--- config.mk ---
export PLATFORM = sky130hd
export DESIGN_NAME = tlcd_bus_receiver_flat
export DESIGN_NICKNAME = d
export VERILOG_FILES = /design/src/rtl/tlcd_bus_receiver_if.sv /design/src/rtl/tlcd_bus_receiver.sv /design/src/flat_wrapper.sv
export SDC_FILE = /design/constraint.sdc
export NUM_CORES = 1
export LEC_CHECK = 0
export BUFFER_PORTS_ARGS = -buffer_cell sky130_fd_sc_hd__clkbuf_2
export CAP_MARGIN = 20
export CORE_AREA = 2 2 158 160
export CTS_BUF_LIST = sky130_fd_sc_hd__clkbuf_2
export DETAILED_ROUTE_END_ITERATION = 8
export DIE_AREA = 0 0 160 162
export PLACE_DENSITY = 0.91
export SYNTH_ARGS = -nofsm -noshare
export SYNTH_HDL_FRONTEND = slang
export SYNTH_SLANG_ARGS = --single-unit
--- constraint.sdc ---
create_clock -name clk -period 27 [get_ports clk]
set_clock_uncertainty 0.15 [all_clocks]
set_input_delay 1.35 -clock clk [delete_from_list [all_inputs] [get_ports clk]]
set_output_delay 1.35 -clock clk [all_outputs]
set_load 0.01 [all_outputs]
--- src/rtl/tlcd_bus_receiver_if.sv ---
// Text LCD bus as seen on the wire: D7..D0, E, RS, RW.
interface tlcd_bus_receiver_if;
    // Strobe-qualified bus with no backpressure: D/RS/RW are sampled while E is high and
    // the transfer commits on E's falling edge; the receiver never stalls the sender,
    // it only reports busy and flags edges it had to drop.
    logic [7:0] tlcd_d;
    logic       tlcd_e;
    logic       tlcd_rs;
    logic       tlcd_rw;

    modport master (output tlcd_d, output tlcd_e, output tlcd_rs, output tlcd_rw);
    modport slave  (input  tlcd_d, input  tlcd_e, input  tlcd_rs, input  tlcd_rw);
endinterface

--- src/rtl/tlcd_bus_receiver.sv ---
// Receive side of the HD44780-style text LCD bus: decodes write cycles into a 2x16
// character image packed like the display driver's line1/line2 (char 0 in the top byte).
module tlcd_bus_receiver #(
    parameter int SYNC_STAGES  = 2,
    parameter int CLEAR_CYCLES = 32
) (
    input  logic                      clk,
    input  logic                      rst,
    tlcd_bus_receiver_if.slave        bus,
    output logic [127:0]              line1_o,
    output logic [127:0]              line2_o,
    output logic                      display_on_o,
    output logic                      busy_o,
    output logic                      wr_strobe_o,
    output logic                      cmd_strobe_o,
    output logic [7:0]                last_cmd_o,
    output logic                      frame_done_o,
    output logic                      err_overrun_o,
    output logic                      err_read_o,
    output logic                      state_dbg_o
);
    typedef enum logic {ST_IDLE = 1'b0, ST_CLEAR = 1'b1} state_e;

    localparam int CW_RAW = $clog2(CLEAR_CYCLES + 1);
    localparam int CW     = (CW_RAW > 6) ? CW_RAW : 6;

    // {d[7:0], rs, rw, e}
    logic [10:0]   sync_q [SYNC_STAGES];
    logic [10:0]   sync_last;
    logic          e_now;
    logic          e_last_q;
    logic          fall;
    logic [9:0]    cap_q;
    logic [7:0]    bus_data;
    logic          bus_rs;
    logic          bus_rw;

    state_e        state_q, state_d;
    logic [CW-1:0] clr_cnt_q, clr_cnt_d;
    logic [7:0]    cells_q [32];
    logic [7:0]    cells_d [32];
    logic [6:0]    ac_q, ac_d;
    logic          id_q, id_d;
    logic          disp_q, disp_d;
    logic          cgram_q, cgram_d;
    logic [7:0]    last_cmd_q, last_cmd_d;
    logic          wr_stb_q, wr_stb_d;
    logic          cmd_stb_q, cmd_stb_d;
    logic          frame_q, frame_d;
    logic          err_ovr_q, err_ovr_d;
    logic          err_rd_q, err_rd_d;

    function automatic logic [6:0] ac_step(input logic [6:0] a, input logic up);
        logic [6:0] r;
        if (up) begin
            if (a == 7'h27)      r = 7'h40;
            else if (a == 7'h67) r = 7'h00;
            else                 r = a + 7'd1;
        end else begin
            if (a == 7'h00)      r = 7'h67;
            else if (a == 7'h40) r = 7'h27;
            else                 r = a - 7'd1;
        end
        return r;
    endfunction

    function automatic logic ddram_valid(input logic [6:0] a);
        return (a <= 7'h27) || ((a >= 7'h40) && (a <= 7'h67));
    endfunction

    always_ff @(posedge clk or posedge rst) begin
        if (rst) begin
            for (int i = 0; i < SYNC_STAGES; i++) sync_q[i] <= '0;
        end else begin
            sync_q[0] <= {bus.tlcd_d, bus.tlcd_rs, bus.tlcd_rw, bus.tlcd_e};
            for (int i = 1; i < SYNC_STAGES; i++) sync_q[i] <= sync_q[i-1];
        end
    end

    assign sync_last = sync_q[SYNC_STAGES-1];
    assign e_now     = sync_last[0];
    assign fall      = e_last_q & ~e_now;
    assign bus_data  = cap_q[9:2];
    assign bus_rs    = cap_q[1];
    assign bus_rw    = cap_q[0];

    always_comb begin
        state_d    = state_q;
        clr_cnt_d  = clr_cnt_q;
        cells_d    = cells_q;
        ac_d       = ac_q;
        id_d       = id_q;
        disp_d     = disp_q;
        cgram_d    = cgram_q;
        last_cmd_d = last_cmd_q;
        err_ovr_d  = err_ovr_q;
        err_rd_d   = err_rd_q;
        wr_stb_d   = 1'b0;
        cmd_stb_d  = 1'b0;
        frame_d    = 1'b0;

        // Fill one cell per cycle; cells 0..15 are line1, 16..31 are line2.
        if (state_q == ST_CLEAR) begin
            if (clr_cnt_q < CW'(32)) cells_d[clr_cnt_q[4:0]] = 8'h20;
            if (clr_cnt_q == CW'(CLEAR_CYCLES - 1)) begin
                state_d   = ST_IDLE;
                clr_cnt_d = '0;
            end else begin
                clr_cnt_d = clr_cnt_q + CW'(1);
            end
        end

        if (fall) begin
            if (bus_rw) err_rd_d = 1'b1;
            if (state_q == ST_CLEAR) begin
                err_ovr_d = 1'b1;
            end else if (!bus_rw && !bus_rs) begin
                casez (bus_data)
                    8'b1???????: begin
                        ac_d    = ddram_valid(bus_data[6:0]) ? bus_data[6:0] : 7'h00;
                        cgram_d = 1'b0;
                    end
                    8'b01??????: cgram_d = 1'b1;
                    8'b001?????: begin end
                    8'b0001????: if (!bus_data[3]) ac_d = ac_step(ac_q, bus_data[2]);
                    8'b00001???: disp_d = bus_data[2];
                    8'b000001??: id_d = bus_data[1];
                    8'b0000001?: ac_d = 7'h00;
                    8'b00000001: begin
                        ac_d      = 7'h00;
                        id_d      = 1'b1;
                        state_d   = ST_CLEAR;
                        clr_cnt_d = '0;
                    end
                    default: begin end
                endcase
                if (bus_data != 8'h00) begin
                    cmd_stb_d  = 1'b1;
                    last_cmd_d = bus_data;
                end
            end else if (!bus_rw && !cgram_q) begin
                if (ac_q <= 7'h0F) begin
                    cells_d[{1'b0, ac_q[3:0]}] = bus_data;
                    wr_stb_d = 1'b1;
                end else if ((ac_q >= 7'h40) && (ac_q <= 7'h4F)) begin
                    cells_d[{1'b1, ac_q[3:0]}] = bus_data;
                    wr_stb_d = 1'b1;
                    frame_d  = (ac_q == 7'h4F);
                end
                ac_d = ac_step(ac_q, id_q);
            end
        end
    end

    always_ff @(posedge clk or posedge rst) begin
        if (rst) begin
            e_last_q   <= 1'b0;
            cap_q      <= '0;
            state_q    <= ST_IDLE;
            clr_cnt_q  <= '0;
            for (int i = 0; i < 32; i++) cells_q[i] <= 8'h20;
            ac_q       <= 7'h00;
            id_q       <= 1'b1;
            disp_q     <= 1'b0;
            cgram_q    <= 1'b0;
            last_cmd_q <= 8'h00;
            wr_stb_q   <= 1'b0;
            cmd_stb_q  <= 1'b0;
            frame_q    <= 1'b0;
            err_ovr_q  <= 1'b0;
            err_rd_q   <= 1'b0;
        end else begin
            e_last_q   <= e_now;
            if (e_now) cap_q <= sync_last[10:1];
            state_q    <= state_d;
            clr_cnt_q  <= clr_cnt_d;
            cells_q    <= cells_d;
            ac_q       <= ac_d;
            id_q       <= id_d;
            disp_q     <= disp_d;
            cgram_q    <= cgram_d;
            last_cmd_q <= last_cmd_d;
            wr_stb_q   <= wr_stb_d;
            cmd_stb_q  <= cmd_stb_d;
            frame_q    <= frame_d;
            err_ovr_q  <= err_ovr_d;
            err_rd_q   <= err_rd_d;
        end
    end

    always_comb begin
        line1_o = '0;
        line2_o = '0;
        for (int i = 0; i < 16; i++) begin
            line1_o[127-8*i -: 8] = cells_q[i];
            line2_o[127-8*i -: 8] = cells_q[16+i];
        end
    end

    assign display_on_o  = disp_q;
    assign busy_o        = (state_q == ST_CLEAR);
    assign wr_strobe_o   = wr_stb_q;
    assign cmd_strobe_o  = cmd_stb_q;
    assign last_cmd_o    = last_cmd_q;
    assign frame_done_o  = frame_q;
    assign err_overrun_o = err_ovr_q;
    assign err_read_o    = err_rd_q;
    assign state_dbg_o   = state_q;
endmodule

--- src/flat_wrapper.sv ---
// flat-port wrapper written by rule: the top's interface ports become plain ports
module tlcd_bus_receiver_flat 
#(
    parameter int SYNC_STAGES  = 2,
    parameter int CLEAR_CYCLES = 32
)
  (clk, rst, line1_o, line2_o, display_on_o, busy_o, wr_strobe_o, cmd_strobe_o, last_cmd_o, frame_done_o, err_overrun_o, err_read_o, state_dbg_o, bus_tlcd_d, bus_tlcd_e, bus_tlcd_rs, bus_tlcd_rw);
  tlcd_bus_receiver_if bus_i ();
  input  logic clk;
  input  logic rst;
  output logic [127:0] line1_o;
  output logic [127:0] line2_o;
  output logic display_on_o;
  output logic busy_o;
  output logic wr_strobe_o;
  output logic cmd_strobe_o;
  output logic [7:0] last_cmd_o;
  output logic frame_done_o;
  output logic err_overrun_o;
  output logic err_read_o;
  output logic state_dbg_o;
  input wire logic [$bits(bus_i.tlcd_d)-1:0] bus_tlcd_d;
  input wire logic [$bits(bus_i.tlcd_e)-1:0] bus_tlcd_e;
  input wire logic [$bits(bus_i.tlcd_rs)-1:0] bus_tlcd_rs;
  input wire logic [$bits(bus_i.tlcd_rw)-1:0] bus_tlcd_rw;
  assign bus_i.tlcd_d = bus_tlcd_d;
  assign bus_i.tlcd_e = bus_tlcd_e;
  assign bus_i.tlcd_rs = bus_tlcd_rs;
  assign bus_i.tlcd_rw = bus_tlcd_rw;
  tlcd_bus_receiver #(.SYNC_STAGES(SYNC_STAGES), .CLEAR_CYCLES(CLEAR_CYCLES)) u_core (.clk(clk), .rst(rst), .bus(bus_i), .line1_o(line1_o), .line2_o(line2_o), .display_on_o(display_on_o), .busy_o(busy_o), .wr_strobe_o(wr_strobe_o), .cmd_strobe_o(cmd_strobe_o), .last_cmd_o(last_cmd_o), .frame_done_o(frame_done_o), .err_overrun_o(err_overrun_o), .err_read_o(err_read_o), .state_dbg_o(state_dbg_o));
endmodule
==> results.py, run 1 <==
metrics = {
    "yosys": {
        "yosysSeqAreaShare_pct": 61.1,
        "yosys_warnings": 0,
        "synth_common_cells": "dfrtp_1 (286), nand3_1 (196), o21ai_0 (169), nand2_1 (83), a21oi_1 (56)",
        "yosys-top-cells-area": "dfrtp_1 (55%), nand3_1 (7.5%), dfstp_2 (6.6%), o21ai_0 (6.4%), nand2_1 (2.4%)",
        "synthCells": 1213,
        "syn-cell-area_sq_um": 13100,
        "synth_top_area_share_pct": 54.5,
        "synth_cell_type_count": 71,
        "synth_top_area_cell": "dfrtp_1",
        "synth-edff-count": 0,
        "ys_ff_latch": 319,
        "syn_nets": 1234,
        "avgSynthCellArea_sq_um": 10.8,
        "ys.flop_type": "dfrtp_1",
        "synth.most_common_cell": "dfrtp_1",
        "synth-async-reset-ratio_pct": 100,
    },
    "setup_path": {
        "path_max_fanout": 11,
        "endpoint_kind": "primary output",
        "critPathRequiredTime_ns": 25.50,
        "critPathSlowestCell": "dfrtp_1",
        "slowest_delay_ns": 0.63,
        "critical_path_buf_inv_count": 1,
        "worstPathArrival_ns": 1.67,
        "start_kind": "flop",
        "cp_top_family": "flip-flops",
        "worstPathCellList": "clkbuf_2",
        "critPathKind": "flop to primary output",
    },
    "sta": {
        "finalHoldViolCount": 0,
        "tns_ns": 0,
        "report.final.slew_viol_count": 0,
        "fin_ws_ns": 23.83,
        "slew_headroom_pct": 25.1,
        "period_share_pct": 11.7,
        "worstMarginPinSlew_ns": 1.12,
        "period_needed_ns": 3.17,
        "hold_ws_ns": 0.178,
        "grt_setup_unrepaired": "no",
        "setup_violations": 0,
        "max_clock_freq_mhz": 315,
    },
    "route": {
        "drt_pass1_iterations": 5,
        "avgRoutedWirePerCell_microns": 20.1,
        "drt-initial-drc-count": 1105,
        "drc_errors": 0,
        "routed_wl_microns": 37800,
        "final_antenna_net_count": 0,
        "vias": 10940,
        "via_per_inst": 5.81,
    },
    "floorplan": {
        "die-width_microns": 160,
        "chipHeight_microns": 162,
        "core_sq_um": 24100,
        "start_util_pct": 54.5,
        "rows": 57,
        "dieArea_sq_um": 25900,
        "io_pins": 285,
    },
    "placed_design": {
        "dp.cells": 1738,
        "dp_hpwl_microns": 25100,
        "place_area_sq_um": 14500,
        "pre_cts_slack_ns": 23.78,
        "io_buffer_count": 284,
        "gp_congestion": 0.904,
    },
    "power_and_ir_drop": {
        "total_leakage_power_nw": 7.55,
        "ir_drop_mv": 0.0361,
        "p_per_area_nw_per_um2": 74.5,
        "p_total_mw": 1.14,
    },
    "final_layout": {
        "area_growth_syn_to_layout_pct": 16.5,
        "fin_nets": 1516,
        "fillers": 1945,
        "postLayoutCoreUtil_pct": 63.4,
        "finalInstanceArea_sq_um": 15300,
        "final_layout_size_suffix_gt1_share_pct": 32.0,
        "fin_cells": 1882,
    },
    "global_routing": {
        "gr-total-overflow": 0,
        "grt_pass1_vias": 10713,
        "grt_pass1_wl_microns": 59200,
        "antenna_found_initial": 1,
        "track_usage_pct": 29.2,
        "grt_max_degree": 184,
    },
    "clock_tree": {
        "clk_path_buf_depth": 3,
        "cts.repair.resized": 0,
        "cts.sinks": 319,
        "clk_latency_ns": 0.83,
        "cts_buffers": 79,
        "cts-root-buf": "clkbuf_2",
        "cts_tree": "yes",
        "htreeDepth": 3,
        "holdBufCountCts": 0,
        "clk_pin_slew_ns": 0.11,
        "cts_setup_buffers": 0,
    },
    "run_status": {
        "status": "completed",
    },
    "hold_path": {
        "hold_path.class": "flop to flop",
    },
    "run": {
        "max_cap_violations": 0,
    },
}
## final timing paths
kind,start,endpoint,slack (ns),depth (start not counted)
max in group asynchronous,rst,u_core.line1_o[98],24.71,3
setup reg to reg,u_core.ac_q[1],u_core.line2_o[15],24.01,5
hold reg to reg,u_core.sync_q[21],u_core.sync_last[10],0.18,0
hold / removal,u_core.sync_q[21],u_core.sync_last[10],0.18,0
min in group asynchronous,rst,u_core.line2_o[35],0.52,2
setup / recovery,u_core.busy_o,busy_o,23.83,1
## registers in the layout (all words and copies together) (netlist names), 6 cells and up
signal / count
u_core.cap_q: 10
u_core.clr_cnt_q: 6
u_core.sync_last: 11
u_core.line1_o: 128
u_core.last_cmd_o: 8
u_core.sync_q: 11
u_core.ac_q: 7
u_core.line2_o: 128
## cell type report
cell class	instances	area, sq um	area share (%)
Antenna cell	1	2.50	0.0164
Sequential cell	319	8020	52.5
Inverter	27	109	0.712
Clock buffer	122	611	3.99
Timing Repair Buffer	293	1520	9.95
Tap cell	324	405	2.65
Multi-Input combinational cell	775	4480	29.3
Clock inverter	21	140	0.916
## placed cells by master, fill, tap and decap left out, types with 4 or more instances in the layout
| cell | instances |
|---|---|
| inv_1 | 26 |
| a31oi_1 | 10 |
| a22oi_1 | 4 |
| clkbuf_2 | 406 |
| dfstp_2 | 33 |
| nand2_1 | 83 |
| ha_1 | 8 |
| o21ai_1 | 49 |
| a21oi_1 | 56 |
| dfrtp_1 | 286 |
| a22o_1 | 30 |
| a21o_1 | 4 |
| nor2b_1 | 4 |
| clkinv_1 | 12 |
| o21ai_0 | 169 |
| nand4_1 | 6 |
| xnor2_1 | 4 |
| nand3_4 | 16 |
| nor3b_1 | 8 |
| nor2_1 | 39 |
| a21oi_2 | 4 |
| and3_1 | 8 |
| buf_4 | 7 |
| and2_1 | 9 |
| nor3_1 | 8 |
| nand3_1 | 196 |
## routing by layer
| layer | vias up | global-route usage [%] | share of wire [%] |
|---|---|---|---|
| li1 | 4948 | - | - |
| met1 | 5330 | 38.1 | 40 |
| met2 | 588 | 47.6 | 49 |
| met3 | 74 | 7.58 | 8.7 |
| met4 | 0 | 10.7 | 2.3 |
| met5 | - | 0 | 0 |
## power by group
part	total, mW	switching, mW	internal (mW)
clock	0.332	0.193	0.139
combinational	0.223	0.146	0.0771
sequential	0.584	0.0524	0.531
total	1.14	0.392	0.747
## cells by family after synthesis
| family | synth area share [%] |
|---|---|
| fa+ha+maj | 0.762 |
| simple gates | 16.7 |
| mux | 0.257 |
| buf+inv | 4.76 |
| xor+xnor | 0.467 |
| compound gates | 15.9 |
| flops | 61.1 |
Power figures use the tool's default switching activity.
==> run 2: changes to the inputs <==
--- a/config.mk
+++ b/config.mk
@@ -7,11 +7,11 @@
 export LEC_CHECK = 0
 export BUFFER_PORTS_ARGS = -buffer_cell sky130_fd_sc_hd__clkbuf_2
 export CAP_MARGIN = 20
-export CORE_AREA = 2 2 158 160
+export CORE_AREA = 2 2 164 166
 export CTS_BUF_LIST = sky130_fd_sc_hd__clkbuf_2
 export DETAILED_ROUTE_END_ITERATION = 8
-export DIE_AREA = 0 0 160 162
-export PLACE_DENSITY = 0.91
+export DIE_AREA = 0 0 166 168
+export PLACE_DENSITY = 0.89
 export SYNTH_ARGS = -nofsm -noshare
 export SYNTH_HDL_FRONTEND = slang
 export SYNTH_SLANG_ARGS = --single-unit
==> constraint.sdc (replaced) <==
create_clock -name clk -period 2.9 [get_ports clk]
set_clock_uncertainty 0.15 [all_clocks]
set_input_delay 0.145 -clock clk [delete_from_list [all_inputs] [get_ports clk]]
set_output_delay 0.145 -clock clk [all_outputs]
set_load 0.01 [all_outputs]
==> results.py, run 2 (synthesis gave the netlist of run 1 again) <==
metrics = {
    "floorplan": {
        "die-width_microns": 166,
        "chipHeight_microns": 168,
        "rows": 60,
        "io_pins": 285,
        "dieArea_sq_um": 27900,
        "core_sq_um": 26400,
        "start_util_pct": 49.8,
    },
    "final_layout": {
        "final_cell_mix": "clkbuf_2 (408), dfrtp_1 (286), nand3_1 (194)",
        "final_layout_size_suffix_gt1_share_pct": 33.3,
        "fin_nets": 1572,
        "area_growth_syn_to_layout_pct": 20.9,
        "postLayoutCoreUtil_pct": 60.2,
        "layout_commonest_cell": "clkbuf_2",
        "fin_cells": 1960,
        "fillers": 2140,
    },
    "route": {
        "final_antenna_net_count": 0,
        "drc_errors": 0,
        "drt_pass1_iterations": 5,
        "avgRoutedWirePerCell_microns": 20.7,
        "vias": 11337,
        "via_per_inst": 5.78,
        "routed_wl_microns": 40600,
        "drt-initial-drc-count": 1236,
    },
    "sta": {
        "slew_headroom_pct": 34.6,
        "fin_ws_ns": 0.246,
        "worstMarginPinSlew_ns": 0.979,
        "max_clock_freq_mhz": 377,
        "period_share_pct": 91.5,
        "grt_setup_unrepaired": "no",
        "period_needed_ns": 2.65,
        "finalHoldViolCount": 0,
        "report.final.slew_viol_count": 0,
        "setup_violations": 0,
    },
    "power_and_ir_drop": {
        "p_sw_share_pct": 34.7,
        "p_total_mw": 11.0,
        "combPwrFrac_pct": 21.0,
        "total_leakage_power_nw": 7.84,
        "p_per_area_nw_per_um2": 692,
        "p_seq_share_pct": 49.0,
        "power_switching_mw": 3.82,
        "intPower_mw": 7.17,
        "ir_drop_mv": 0.337,
        "clock_power_share_pct": 30.0,
    },
    "clock_tree": {
        "cts.sinks": 319,
        "cts-root-buf": "clkbuf_2",
        "clk_pin_slew_ns": 0.13,
        "clk_latency_ns": 0.85,
        "cts_setup_buffers": 0,
        "cts_buffers": 79,
        "clk_path_buf_depth": 3,
        "cts_tree": "yes",
        "htreeDepth": 3,
    },
    "setup_path": {
        "path_max_fanout": 16,
        "start_kind": "flop",
        "worstPathArrival_ns": 3.20,
        "critPathKind": "flop to flop",
        "critPathRequiredTime_ns": 3.45,
        "endpoint_kind": "flop",
    },
    "hold_path": {
        "hold_path.class": "flop to flop",
    },
    "run": {
        "max_cap_violations": 0,
    },
    "global_routing": {
        "antenna_found_initial": 2,
        "grt_max_degree": 84,
        "gr-total-overflow": 0,
        "track_usage_pct": 28.9,
        "grt_pass1_vias": 11380,
        "grt_pass1_wl_microns": 63600,
    },
    "placed_design": {
        "gp_congestion": 1.03,
        "io_buffer_count": 284,
        "pre_cts_slack_ns": 0.245,
        "dp_hpwl_microns": 26300,
        "dp.cells": 1787,
    },
    "run_status": {
        "status": "completed",
    },
}
-- run 2: final timing paths --
path | depth (start not counted) | slack (ns) | endpoint | start
worst min register to register | 0 | 0.18 | u_core.sync_last[10] | u_core.sync_q[21]
max in group asynchronous | 5 | 1.25 | u_core.line2_o[109] | rst
worst max-delay path | 5 | 0.25 | u_core.line2_o[11] | u_core.cap_q[0]
worst min-delay path | 0 | 0.18 | u_core.sync_last[10] | u_core.sync_q[21]
worst max register to register | 5 | 0.25 | u_core.line2_o[11] | u_core.cap_q[0]
min in group asynchronous | 4 | 0.43 | u_core.sync_q[20] | rst
-- run 2: repair_timing --
item,4_1_cts,5_1_grt
endpoints found under the setup margin,0,4
hold buffers,24,0
gates resized for setup,0,2
endpoints found under the hold margin,304,0
-- run 2: stage by stage --
step                      hold WS (ns)  setup TNS, ns  area, sq um
after global routing             0.206              0        15900
after floorplan                 0.0264        -479.42        13100
final                            0.183              0        15900
after detailed placement         0.105              0        14800
after CTS                        0.182              0        15900
after global placement           0.110              0        14800
-- run 2: routing by layer --
metal / vias to the layer above / GRT usage (%) / part of all wire [%]
met4: 0 / 16.2 / 5.0
met5: - / 0 / 0
li1: 5047 / - / -
met1: 5522 / 37.6 / 40
met2: 624 / 44.4 / 46
met3: 144 / 7.90 / 8.9
-- run 2: worst max-delay path, stage by stage (launching register included) --
cell and delay, ns:
dfrtp_1 0.49, nor3b_2 0.40, o2111a_2 0.65, nand3_1 0.47, nand3_1 0.21, o21ai_0 0.12
-- run 2: layout make-up --
cell class / count / area (sq um) / area share (%)
sequential: 319 / 8020 / 50.6
multi-input combinational: 775 / 4490 / 28.3
timing repair buffer: 349 / 2020 / 12.7
clock buffer: 124 / 621 / 3.91
tap: 341 / 427 / 2.69
clock inverter: 23 / 179 / 1.13
inverter: 27 / 105 / 0.662
antenna: 2 / 5.00 / 0.0315
-- run 2: power groups by stage --
stage / logic, mW / clock network, mW / registers, mW
2_1_floorplan: 1.26 / 0 / 5.46
3_3_place_gp: 2.19 / 0 / 5.42
3_5_place_dp: 2.24 / 0 / 5.44
4_1_cts: 2.27 / 3.35 / 5.36
5_1_grt: 2.49 / 3.61 / 5.44
6_report: 2.31 / 3.29 / 5.38
